<file path="config.mk">
export PLATFORM = sky130hd
export DESIGN_NAME = id_ex_reg
export DESIGN_NICKNAME = d
export VERILOG_FILES = /design/src/rtl/id_ex_reg_pkg.sv /design/src/rtl/hazard_detect.sv /design/src/rtl/id_ex_reg.sv
export SDC_FILE = /design/constraint.sdc
export NUM_CORES = 1
export LEC_CHECK = 0
export CORE_MARGIN = 1
export CORE_UTILIZATION = 28
export CTS_CLUSTER_SIZE = 16
export DETAILED_ROUTE_END_ITERATION = 7
export GPL_ROUTABILITY_DRIVEN = 0
export PLACE_DENSITY = 0.7
export SLEW_MARGIN = 10
export SYNTH_ARGS = -nofsm -noshare
export SYNTH_HDL_FRONTEND = slang
export SYNTH_SLANG_ARGS = --single-unit
export TNS_END_PERCENT = 100
</file>
<file path="constraint.sdc">
create_clock -name clk -period 2.1 [get_ports clk]
set_input_delay 0.315 -clock clk [delete_from_list [all_inputs] [get_ports clk]]
set_output_delay 0.315 -clock clk [all_outputs]
set_load 0.02 [all_outputs]
</file>
<file path="src/rtl/id_ex_reg_pkg.sv">
// Shared control encoding for the ID/EX pipeline register.
//   aluop_e     : 3-bit ALUOp codes {ALUOp1,ALUOp2,ALUOp3} decoded by ALU control
//   ctrl_t      : the six EX/MEM/WB control bits plus the ALUOp field
//   CtrlBubble  : control word of an inserted bubble (no side effects)
//   sat_inc     : saturating increment for the bubble counter
package id_ex_reg_pkg;

    typedef enum logic [2:0] {
        AluAdd   = 3'b000,
        AluSlt   = 3'b001,
        AluSub   = 3'b010,
        AluAddI  = 3'b011,
        AluRtype = 3'b100,
        AluLui   = 3'b101,
        AluOr    = 3'b110
    } aluop_e;

    typedef struct packed {
        logic       alusrc;
        logic       regdst;
        logic       regwrite;
        logic       memread;
        logic       memwrite;
        logic       memtoreg;
        logic [2:0] aluop;
    } ctrl_t;

    // A bubble must never write a register or touch memory.
    localparam ctrl_t CtrlBubble = '{
        alusrc:   1'b0,
        regdst:   1'b0,
        regwrite: 1'b0,
        memread:  1'b0,
        memwrite: 1'b0,
        memtoreg: 1'b0,
        aluop:    AluAdd
    };

    localparam int unsigned BubbleCntW = 16;
    localparam logic [BubbleCntW-1:0] BubbleCntMax = '1;

    function automatic logic [BubbleCntW-1:0] sat_inc(input logic [BubbleCntW-1:0] v);
        return (v == BubbleCntMax) ? v : v + 1'b1;
    endfunction

endpackage

</file>
<file path="src/rtl/hazard_detect.sv">
// Load-use hazard detector (purely combinational).
//   ex_valid, ex_memread, ex_rt : instruction currently in EX
//   id_valid, id_rs, id_rt      : instruction currently in ID
//   hz_stall                    : EX load writes a register the ID instruction reads
module hazard_detect (
    input  logic       ex_valid,
    input  logic       ex_memread,
    input  logic [4:0] ex_rt,
    input  logic       id_valid,
    input  logic [4:0] id_rs,
    input  logic [4:0] id_rt,
    output logic       hz_stall
);

    // Register 0 is hardwired, so a load targeting it never creates a dependency.
    assign hz_stall = ex_valid & ex_memread & id_valid & (ex_rt != 5'd0) &
                      ((ex_rt == id_rs) | (ex_rt == id_rt));

endmodule

</file>
<file path="src/rtl/id_ex_reg.sv">
// ID/EX pipeline register with load-use bubble insertion.
//   clk, rst_n     : rising-edge clock, synchronous active-low reset
//   stall, flush   : hold stage / replace stage with a bubble
//   id_*           : decoded instruction from ID
//   ex_*           : registered copy for EX (ex_ALUOp1..3 = ex_aluop[2..0])
//   hz_stall       : load-use hazard; PC and IF/ID must hold
//   bubble_cnt     : saturating count of load-use bubbles inserted
// Priority per cycle: reset > flush > stall > hazard bubble > load.
module id_ex_reg
    import id_ex_reg_pkg::*;
#(
    parameter int unsigned DW = 32
) (
    input  logic          clk,
    input  logic          rst_n,
    input  logic          stall,
    input  logic          flush,
    input  logic          id_valid,
    input  logic [DW-1:0] id_pc,
    input  logic [DW-1:0] id_rd1,
    input  logic [DW-1:0] id_rd2,
    input  logic [DW-1:0] id_imm,
    input  logic [4:0]    id_rs,
    input  logic [4:0]    id_rt,
    input  logic [4:0]    id_rd,
    input  logic [4:0]    id_shamt,
    input  logic [5:0]    id_funct,
    input  logic [2:0]    id_aluop,
    input  logic          id_alusrc,
    input  logic          id_regdst,
    input  logic          id_regwrite,
    input  logic          id_memread,
    input  logic          id_memwrite,
    input  logic          id_memtoreg,
    output logic          ex_valid,
    output logic [DW-1:0] ex_pc,
    output logic [DW-1:0] ex_rd1,
    output logic [DW-1:0] ex_rd2,
    output logic [DW-1:0] ex_imm,
    output logic [4:0]    ex_rs,
    output logic [4:0]    ex_rt,
    output logic [4:0]    ex_rd,
    output logic [4:0]    ex_shamt,
    output logic [5:0]    ex_funct,
    output logic [2:0]    ex_aluop,
    output logic          ex_alusrc,
    output logic          ex_regdst,
    output logic          ex_regwrite,
    output logic          ex_memread,
    output logic          ex_memwrite,
    output logic          ex_memtoreg,
    output logic          ex_ALUOp1,
    output logic          ex_ALUOp2,
    output logic          ex_ALUOp3,
    output logic          hz_stall,
    output logic [15:0]   bubble_cnt
);

    typedef struct packed {
        logic          valid;
        logic [DW-1:0] pc;
        logic [DW-1:0] rd1;
        logic [DW-1:0] rd2;
        logic [DW-1:0] imm;
        logic [4:0]    rs;
        logic [4:0]    rt;
        logic [4:0]    rd;
        logic [4:0]    shamt;
        logic [5:0]    funct;
        ctrl_t         ctrl;
    } stage_t;

    stage_t      stage_q, stage_d;
    stage_t      id_stage, bubble_stage;
    logic [15:0] bubble_cnt_q, bubble_cnt_d;
    logic        hz;

    hazard_detect u_hazard_detect (
        .ex_valid   (stage_q.valid),
        .ex_memread (stage_q.ctrl.memread),
        .ex_rt      (stage_q.rt),
        .id_valid   (id_valid),
        .id_rs      (id_rs),
        .id_rt      (id_rt),
        .hz_stall   (hz)
    );

    always_comb begin
        bubble_stage      = '0;
        bubble_stage.ctrl = CtrlBubble;

        id_stage.valid         = id_valid;
        id_stage.pc            = id_pc;
        id_stage.rd1           = id_rd1;
        id_stage.rd2           = id_rd2;
        id_stage.imm           = id_imm;
        id_stage.rs            = id_rs;
        id_stage.rt            = id_rt;
        id_stage.rd            = id_rd;
        id_stage.shamt         = id_shamt;
        id_stage.funct         = id_funct;
        id_stage.ctrl.alusrc   = id_alusrc;
        id_stage.ctrl.regdst   = id_regdst;
        id_stage.ctrl.regwrite = id_regwrite;
        id_stage.ctrl.memread  = id_memread;
        id_stage.ctrl.memwrite = id_memwrite;
        id_stage.ctrl.memtoreg = id_memtoreg;
        id_stage.ctrl.aluop    = id_aluop;
    end

    // Next-state selection; reset is applied in the register block.
    always_comb begin
        stage_d      = stage_q;
        bubble_cnt_d = bubble_cnt_q;
        if (flush) begin
            // Taken branch/jump: squash regardless of stall or hazard, not counted.
            stage_d = bubble_stage;
        end else if (stall) begin
            // Downstream busy: hold contents and counter.
            stage_d = stage_q;
        end else if (hz) begin
            // Load-use: the ID instruction stays in IF/ID and retries next cycle.
            stage_d      = bubble_stage;
            bubble_cnt_d = sat_inc(bubble_cnt_q);
        end else begin
            stage_d = id_stage;
        end
    end

    always_ff @(posedge clk) begin
        if (!rst_n) begin
            stage_q      <= bubble_stage;
            bubble_cnt_q <= '0;
        end else begin
            stage_q      <= stage_d;
            bubble_cnt_q <= bubble_cnt_d;
        end
    end

    assign ex_valid    = stage_q.valid;
    assign ex_pc       = stage_q.pc;
    assign ex_rd1      = stage_q.rd1;
    assign ex_rd2      = stage_q.rd2;
    assign ex_imm      = stage_q.imm;
    assign ex_rs       = stage_q.rs;
    assign ex_rt       = stage_q.rt;
    assign ex_rd       = stage_q.rd;
    assign ex_shamt    = stage_q.shamt;
    assign ex_funct    = stage_q.funct;
    assign ex_aluop    = stage_q.ctrl.aluop;
    assign ex_alusrc   = stage_q.ctrl.alusrc;
    assign ex_regdst   = stage_q.ctrl.regdst;
    assign ex_regwrite = stage_q.ctrl.regwrite;
    assign ex_memread  = stage_q.ctrl.memread;
    assign ex_memwrite = stage_q.ctrl.memwrite;
    assign ex_memtoreg = stage_q.ctrl.memtoreg;
    assign ex_ALUOp1   = stage_q.ctrl.aluop[2];
    assign ex_ALUOp2   = stage_q.ctrl.aluop[1];
    assign ex_ALUOp3   = stage_q.ctrl.aluop[0];
    assign hz_stall    = hz;
    assign bubble_cnt  = bubble_cnt_q;

endmodule
</file>
Yosys cells after proc, flatten, opt, wreduce, memory -nomap -nowiden
Index checks and enable logic that the tools add are counted.
{"block": "classes", "addsub": 1, "n_eq_ne": 3, "n_mux": 1, "n_bitwise": 9, "reduce_logical": 3}
{"cell": "$mux 164", "count": 1}
{"cell": "$add 16x1->16 const B", "count": 1}
{"cell": "$eq 16x16->1 const B", "count": 1}
{"cell": "$eq 5x5->1", "count": 2}
{"cell": "$reduce_bool 5->1", "count": 1}
{"cell": "$and 1x1->1", "count": 4}
{"cell": "$not 1->1", "count": 4}
{"cell": "$reduce_and 4->1", "count": 1}
{"cell": "$reduce_or 2->1", "count": 1}
{"cell": "$or 1x1->1", "count": 1}
{"block": "totals", "regBits": 180, "inputBits": 168, "output_inout_bits": 184, "word_cells": 35}

Longest topological paths before layout
Gate-level depths: netlist of the first run.
{"block": "logic_depth", "word_depth": 5, "depth_mapped": 8, "mapped_depth_nobuf": 6}

Cells and area by module
From an unflattened synthesis of the first run, not the netlist that was laid out.
{"block": "unflattened", "cells_unflattened": 665, "area_unflattened_um2": 6356.1}
{"mod": "id_ex_reg", "n_inst": 1, "cells_each": 648, "area_each_um2": 6227.2, "seq_area_each_um2": 3603.5}
{"mod": "hazard_detect", "n_inst": 1, "cells_each": 17, "area_each_um2": 128.9, "seq_area_each_um2": 0.0}

Worst setup path after synthesis of the first run
Ideal clock, no wire load.
{"block": "synth_path", "path_kind": "flip-flop to output port", "startpoint": "reg stage_q, in the netlist ex_rt[2]", "endpoint": "out hz_stall", "t_arrival_ps": 1761, "required_time_ps": 1785, "slack_ps": 24, "path_stages_with_launch": 7, "n_path_buf": 2, "path_cell_list": "dfxtp_1 > xor2_1 > nor3_1 > a22oi_1 > clkbuf_1 > buf_2 > nor3_1"}
{"block": "synth_between", "elab_chain_cells": 3, "elab_cells_between_ends": 6, "classes_between": "eq/ne (2); bitwise (3); reduce/logical (1)"}
{"element": "start: declaration", "line_no": "id_ex_reg.sv:73", "rtl": "stage_t stage_q, stage_d;"}
{"element": "start signal: assignment", "line_no": "id_ex_reg.sv:132", "rtl": "stage_q <= bubble_stage;"}
{"element": "start signal: assignment", "line_no": "id_ex_reg.sv:135", "rtl": "stage_q <= stage_d;"}
{"element": "$eq 5x5->1 / $reduce_bool 5->1 (equally long branches)", "line_no": "hazard_detect.sv:17, hazard_detect.sv:16"}
{"element": "$or 1x1->1 / $and 1x1->1 (equally long branches)", "line_no": "hazard_detect.sv:17, hazard_detect.sv:16"}
{"element": "$and 1x1->1 (*)", "line_no": "hazard_detect.sv:16", "rtl": "assign hz_stall = ex_valid & ex_memread & id_valid & (ex_rt != 5'd0) &"}
{"element": "end: declaration", "line_no": "id_ex_reg.sv:55", "rtl": "output logic hz_stall,"}
Every way passes the cells marked *; elsewhere a longest branch is shown, timed or not.

Worst setup path after layout of the first run
{"block": "layout_path", "startpoint": "reg stage_q, in the netlist ex_rt[1]", "endpoint": "reg stage_q, in the netlist ex_rd2[14]"}
{"block": "layout_between", "elab_chain_cells": 4, "elab_cells_between_ends": 7, "classes_between": "eq/ne (2); mux (1); bitwise (3); reduce/logical (1)"}
{"element": "$eq 5x5->1 / $reduce_bool 5->1 (equally long branches)", "line_no": "hazard_detect.sv:17, hazard_detect.sv:16"}
{"element": "$or 1x1->1 / $and 1x1->1 (equally long branches)", "line_no": "hazard_detect.sv:17, hazard_detect.sv:16"}
{"element": "$and 1x1->1 (*)", "line_no": "hazard_detect.sv:16"}
{"element": "$mux 164 (*)", "line_no": "id_ex_reg.sv:121", "rtl": "end else if (hz) begin"}
Marks and branches as above.
A chain may end at the register's enable or synchronous reset.

==> key figures, run 1 <==
Die
  – # rows: 53
  – Core area: 0.0211 mm^2
  – Die area: 0.0221 mm^2
  – Die height: 149 um
  – # IOs: 352
  – Chip width: 149 um
  – Initial core utilization: 0.286

Run status
  – Status: finished, violations left
  – Failing checks: negative setup slack

Hold path
  – End of the worst hold path: ex_rd1[27]
  – Min-Delay Path Class: reg2reg
  – Hold depth: 1
  – Worst Min Path Start: ex_rd1[27]

Clock tree
  – Clk slew on worst S/H paths: 0.08 ns
  – Clk sinks: 180
  – Clk buf depth: 2
  – CTS root buf: clkbuf_16
  – CTS tree: built
  – CTS Buf Count: 17
  – H-tree levels: 4
  – Clock latency on the worst-skew pair: 0.43 ns

Finish
  – Cell Count, Final, Fillers Out: 1178
  – Post-Layout Inst Area: 0.0114 mm^2
  – Final #Nets: 1059
  – Layout cells sized above 1: 0.134
  – Most frequent cells in the layout: clkdlybuf4s50_1, dfxtp_1, a22o_1, buf_4
  – Area grow syn2layout: 89.6%
  – Core Util, Final: 0.541
  – Filler instances: 1838
  – Leading cell type in the layout, fill and taps excluded: clkdlybuf4s50_1
  – ANT cells: 0

Worst setup path
  – Worst Path Max Fanout: 15
  – Required time of the critical path: 2.46 ns
  – Worst reg2reg setup slack: -0.18 ns
  – Reg-to-Reg Start: ex_rt[1]
  – Crit start category: flip-flop
  – Data arrival time of the critical path: 2.64 ns
  – R2R depth: 10
  – CP endpoint kind: flip-flop
  – Reg2reg end: ex_rd2[14]
  – Kind of critical path: reg2reg

Placement
  – Post-Place Cells: 1108
  – Area after DPL: 0.00995 mm^2
  – Detailed Place HPWL: 13600 um
  – Port Buffers: 351

STA
  – Slew Viols, Final: 0
  – Period utilization: 1.08
  – Hold slack: 0.471 ns
  – Unrepaired setup endpoints after global routing: true
  – Slew margin rel.: 0.787
  – Tmin final: 2.28 ns
  – Fin worst setup slack: -0.177 ns
  – Clock Skew: 0.0184 ns
  – Final hold viol count: 0
  – Worst Tran Pin Value: 0.316 ns
  – Fmax: 0.439 GHz
  – Final setup viols: 165

Synthesis
  – Register bit total from synthesis: 180
  – Post-synth EDFFs: 0
  – Synthesized net count: 661
  – Yosys warns: 0
  – Post-Syn Area: 0.00602 mm^2
  – Post-synthesis async set-or-reset flop share: 0
  – Post-Syn Area per Cell: 12.2 um^2
  – Sequential share of the synthesized area: 0.598
  – Synth cell types: 36
  – Main synth FF type: dfxtp_1
  – Mapped Cells: 492

Routing
  – Vias: 5621
  – Final ANT Viol Nets: 0
  – Initial DRT Pass Iterations: 6
  – Avg WL per Cell: 18.3 um
  – Vias/cell: 4.77
  – Total wire length: 21600 um
  – DR iter-0 viols: 177
  – Remaining DRCs: 0

Global routing
  – First-pass GRT wire length: 32600 um
  – Congestion Overflow GR: 0
  – Initial antenna violation count: 0
  – Vias in the first global route: 5658
  – Total global-route track usage: 0.194
  – Largest net degree at the start of global routing: 49

Power
  – Leakage dissipation: 4.36 nW
  – Pwr per Cell Area: 700 mW/mm^2
  – Maximum vdd ir drop: 0.462 mV

Flow run
  – Max-Cap Viols: 0
-- stage by stage --
step	setup WS [ns]	TNS, ns	total power, mW
finish	-0.177	-18.63	7.99
global placement	-0.696	-80.84	4.59
floorplan	0.0245	0	3.99
detailed placement	-0.653	-78.47	4.60
CTS	-0.210	-25.30	8.06
global route	-0.265	-33.49	8.28
-- routing by layer --
metal	vias up	share of wire	track usage
met1	2685	0.42	0.235
met3	19	0.071	0.0580
met2	215	0.49	0.329
met4	0	0.016	0.0588
met5	-	0	0
li1	2702	-	-
-- power by group --
part / leakage (nW) / switching [mW] / internal (mW)
Sequential: 1.47 / 0.0602 / 3.52
Combinational: 2.60 / 0.420 / 0.701
Clock: 0.298 / 1.57 / 1.73
Total: 4.36 / 2.05 / 5.94
-- sequential cells by signal (all words and copies together) (netlist names) --
signal,cells
ex_imm,32
ex_pc,32
ex_rd1,32
ex_rd2,32
bubble_cnt,16
ex_funct,6
ex_rd,5
ex_rs,5
ex_rt,5
ex_shamt,5
ex_aluop,3
ex_alusrc,1
ex_memread,1
ex_memtoreg,1
ex_memwrite,1
ex_regdst,1
ex_regwrite,1
ex_valid,1
-- final cells by class --
type                            count  area (um^2)  area share
Clock buffer                       18          429      0.0376
Sequential cell                   180         3610       0.316
Clock inverter                     14          186      0.0163
Tap cell                          275          344      0.0301
Inverter                            2         7.51    0.000658
Multi-Input combinational cell    264         2150       0.188
Timing Repair Buffer              425         4690       0.411
-- logic make-up after synthesis --
| family | after synthesis | synth area share |
|---|---|---|
| AO/OA/AOI/OAI | 191 | 0.268 |
| flip-flops | 180 | 0.598 |
| AND/OR/NAND/NOR | 58 | 0.0563 |
| multiplexers | 4 | 0.00665 |
| XOR/XNOR | 10 | 0.0145 |
| adder cells (fa/ha/maj) | 1 | 0.00208 |
| buffers and inverters | 48 | 0.0544 |
-- critical path: stages, from the launching register on --
cell	delay (ns)
dfxtp_2	0.33
buf_6	0.11
or4_4	0.53
nor2_4	0.14
buf_6	0.10
buf_4	0.09
buf_4	0.09
o311a_4	0.21
buf_12	0.16
bufbuf_16	0.29
a22o_1	0.15
-- synth_stat cells (all sizes together) (2+ instances only) --
master,count,area share
nor4,2,0.0021
and4,2,0.0029
or4,8,0.010
a21oi,10,0.0083
nor3,5,0.0042
nand4,4,0.0042
o31ai,8,0.010
nand3,8,0.0075
buf,24,0.039
nor3b,2,0.0025
or3,3,0.0031
clkbuf,22,0.014
dfxtp,180,0.60
inv,2,0.0012
nor2,6,0.0037
a22o,164,0.24
nand2b,4,0.0042
mux2i,4,0.0066
xor2,10,0.015
o21ai,3,0.0025
nand2,10,0.0062
-- how the worst max path moves through the flow --
| stage | start | to | slack [ns] | cells after the start |
|---|---|---|---|---|
| 6_report | ex_rt[1] | ex_rd2[14] | -0.18 | 10 |
| 5_1_grt | ex_rt[1] | ex_rd1[14] | -0.27 | 10 |
| 4_1_cts | ex_rt[1] | ex_rd1[23] | -0.21 | 10 |
| 3_5_place_dp | id_rt[2] | hz_stall | -0.65 | 7 |
| 3_3_place_gp | id_rt[2] | hz_stall | -0.70 | 7 |
| 2_1_floorplan | ex_rt[2] | hz_stall | 0.02 | 6 |
-- what timing repair did --
item	CTS	global route
hold endpoints to repair	0	0
setup buffers	20	3
setup endpoints to repair	166	169
cloned	19	0
pin swaps	81	8
resized for setup	46	4
hold buffers	0	0
(Power assumes the default switching activity.)
==> run 2: changes to the inputs <==
--- a/config.mk
+++ b/config.mk
@@ -10,9 +10,8 @@
 export CTS_CLUSTER_SIZE = 16
 export DETAILED_ROUTE_END_ITERATION = 7
 export GPL_ROUTABILITY_DRIVEN = 0
-export PLACE_DENSITY = 0.7
+export PLACE_DENSITY = 0.73
 export SLEW_MARGIN = 10
 export SYNTH_ARGS = -nofsm -noshare
 export SYNTH_HDL_FRONTEND = slang
 export SYNTH_SLANG_ARGS = --single-unit
-export TNS_END_PERCENT = 100
==> constraint.sdc (replaced) <==
create_clock -name clk -period 2 [get_ports clk]
set_input_delay 0.3 -clock clk [delete_from_list [all_inputs] [get_ports clk]]
set_output_delay 0.3 -clock clk [all_outputs]
set_load 0.02 [all_outputs]
==> run 2 against run 1 <==
Compared with the run above: count of clock-buffer cells in the layout fell by 1; sequential cell count unchanged; hold slack worse by 0.0075 ns; utilization fell by 3.0 points; the run still ends with negative setup slack left; clock power grew 2%; power up 2.3%; clock skew fell by 0.0032 ns; register-to-register slack gained 0.14 ns; cell count down 2.4%; sequential share of layout area is 1.9 points higher; first-iteration DRC count is 53% higher; cell area fell by 5.5%.
==> key figures, run 2 (synthesized netlist as in run 1, its figures left out) <==
Run status
  – Status: finished, violations left
  – Failing checks: negative setup slack

Placement
  – Port Buffers: 351
  – Post-Place Cells: 1109
  – Setup WS pre-CTS: -0.555 ns
  – Detailed Place HPWL: 14500 um
  – Area after DPL: 0.00993 mm^2

STA
  – Clock Skew: 0.0152 ns
  – Setup_tns: -1.24 ns
  – Unrepaired setup endpoints after global routing: true
  – Final setup viols: 82
  – Slew margin rel.: 0.705
  – Period utilization: 1.02
  – Final hold viol count: 0
  – Worst Tran Pin Value: 0.440 ns
  – Tmin final: 2.04 ns
  – Hold slack: 0.464 ns
  – Slew Viols, Final: 0
  – Fin worst setup slack: -0.0372 ns
  – Fmax: 0.491 GHz

Routing
  – Vias: 5479
  – Initial DRT Pass Iterations: 4
  – DR iter-0 viols: 271
  – Total wire length: 21300 um
  – Remaining DRCs: 0
  – Avg WL per Cell: 18.5 um
  – Vias/cell: 4.76
  – Final ANT Viol Nets: 0

Worst setup path
  – Worst Path Max Fanout: 22
  – Required time of the critical path: 2.32 ns
  – Kind of critical path: reg2reg
  – Reg-to-Reg Start: ex_rt[2]
  – Top delay family on crit path: compound AO/OA/AOI/OAI gates
  – R2R depth: 8
  – Worst reg2reg setup slack: -0.04 ns
  – Critical-path cell list: xor2_1 -> nor3_2 -> a22oi_2 -> buf_4 -> o311a_4 -> buf_12 -> clkbuf_16 -> a22o_1
  – Max stage delay on crit path: 0.36 ns
  – Data arrival time of the critical path: 2.35 ns
  – CP endpoint kind: flip-flop
  – Crit start category: flip-flop
  – Worst setup startpoint: ex_rt[2]
  – Reg2reg end: ex_imm[31]
  – CP bufs+invs: 3
  – Worst path slowest cell: dfxtp_2

Finish
  – Core Util, Final: 0.512
  – Final #Nets: 1031
  – Cell Count, Final, Fillers Out: 1150
  – Storage element area: 0.00361 mm^2
  – Most frequent cells in the layout: clkdlybuf4s50_1, dfxtp_1, a22o_1, buf_4, clkbuf_16
  – Filler instances: 1921
  – Multi-input logic area: 0.00214 mm^2
  – Post-Layout Inst Area: 0.0108 mm^2
  – ANT cells: 0
  – Layout cells sized above 1: 0.110
  – Area grow syn2layout: 79.1%
  – Leading cell type in the layout, fill and taps excluded: clkdlybuf4s50_1

Hold path
  – Hold depth: 2
  – Worst Min Path Start: id_imm[16]
  – End of the worst hold path: ex_imm[16]
  – Min-Delay Path Class: in2reg

Clock tree
  – CTS root buf: clkbuf_16
  – CTS tree: built
  – Clock latency on the worst-skew pair: 0.43 ns
  – Clk buf depth: 2
  – H-tree levels: 4
  – Cts-stage hold buffer count: 0
  – CTS Buf Count: 17
  – Clk sinks: 180
  – Clk slew on worst S/H paths: 0.08 ns

Power
  – Maximum vdd ir drop: 0.400 mV
  – Leakage dissipation: 4.08 nW
  – Total power: 8.17 mW
  – Pwr per Cell Area: 758 mW/mm^2

Die
  – Die height: 149 um
  – # rows: 53
  – Initial core utilization: 0.286
  – Die area: 0.0221 mm^2
  – # IOs: 352
  – Core area: 0.0211 mm^2
  – Chip width: 149 um

Flow run
  – Max-Cap Viols: 0

Global routing
  – Largest net degree at the start of global routing: 55
  – First-pass GRT wire length: 30200 um
  – Initial antenna violation count: 0
  – Total global-route track usage: 0.180
  – Vias in the first global route: 5393
  – Congestion Overflow GR: 0
==> run 2: cell types whose count changed in the layout (fill, tap and decap cells not counted), sizes merged <==
cell	previous run	this run
buf	72	43
bufbuf	3	0
bufinv	1	0
clkbuf	18	21
clkinv	6	8
==> run 2: layout make-up <==
cell class,instances,share of cell area
Timing Repair Buffer,397,0.378
Sequential cell,180,0.335
Multi-Input combinational cell,264,0.199
Clock buffer,17,0.0394
Tap cell,275,0.0319
Clock inverter,15,0.0167
Inverter,2,0.000696
==> run 2: routing by layer <==
| layer | up-vias | routed length [um] | GRT usage |
|---|---|---|---|
| li1 | 2640 | - | - |
| met1 | 2596 | 9040 | 0.224 |
| met2 | 228 | 10400 | 0.294 |
| met3 | 15 | 1570 | 0.0601 |
| met4 | 0 | 287 | 0.0552 |
| met5 | - | 0 | 0 |
==> run 2: worst max-delay path by stage <==
stage	endpoint	cells past startpoint	slack (ns)
2_1_floorplan	ex_rt[4]	7	0.09
3_3_place_gp	hz_stall	6	-0.55
3_5_place_dp	ex_aluop[1]	8	-0.55
4_1_cts	ex_pc[30]	8	-0.07
5_1_grt	ex_imm[31]	9	-0.14
6_report	ex_imm[31]	8	-0.04
==> run 2: what timing repair did <==
item,CTS,global route
endpoints found under the setup margin,176,174
pin swaps,2,2
cloned,2,5
resized for setup,16,6
setup buffers,1,1
==> run 2: report_power, final <==
| part | internal (mW) | switching, mW |
|---|---|---|
| clock | 1.70 | 1.67 |
| combinational | 0.631 | 0.414 |
| sequential | 3.69 | 0.0651 |
==> run 2: worst reg2reg max path: cells and delay by family (launching register included) <==
family	cells	cell delay (ns)
AOI/OAI and AO/OA	3	0.66
DFF	1	0.36
and+or+nand+nor	1	0.23
xor gates and xnor gates	1	0.18
buffers and inverters	3	0.51
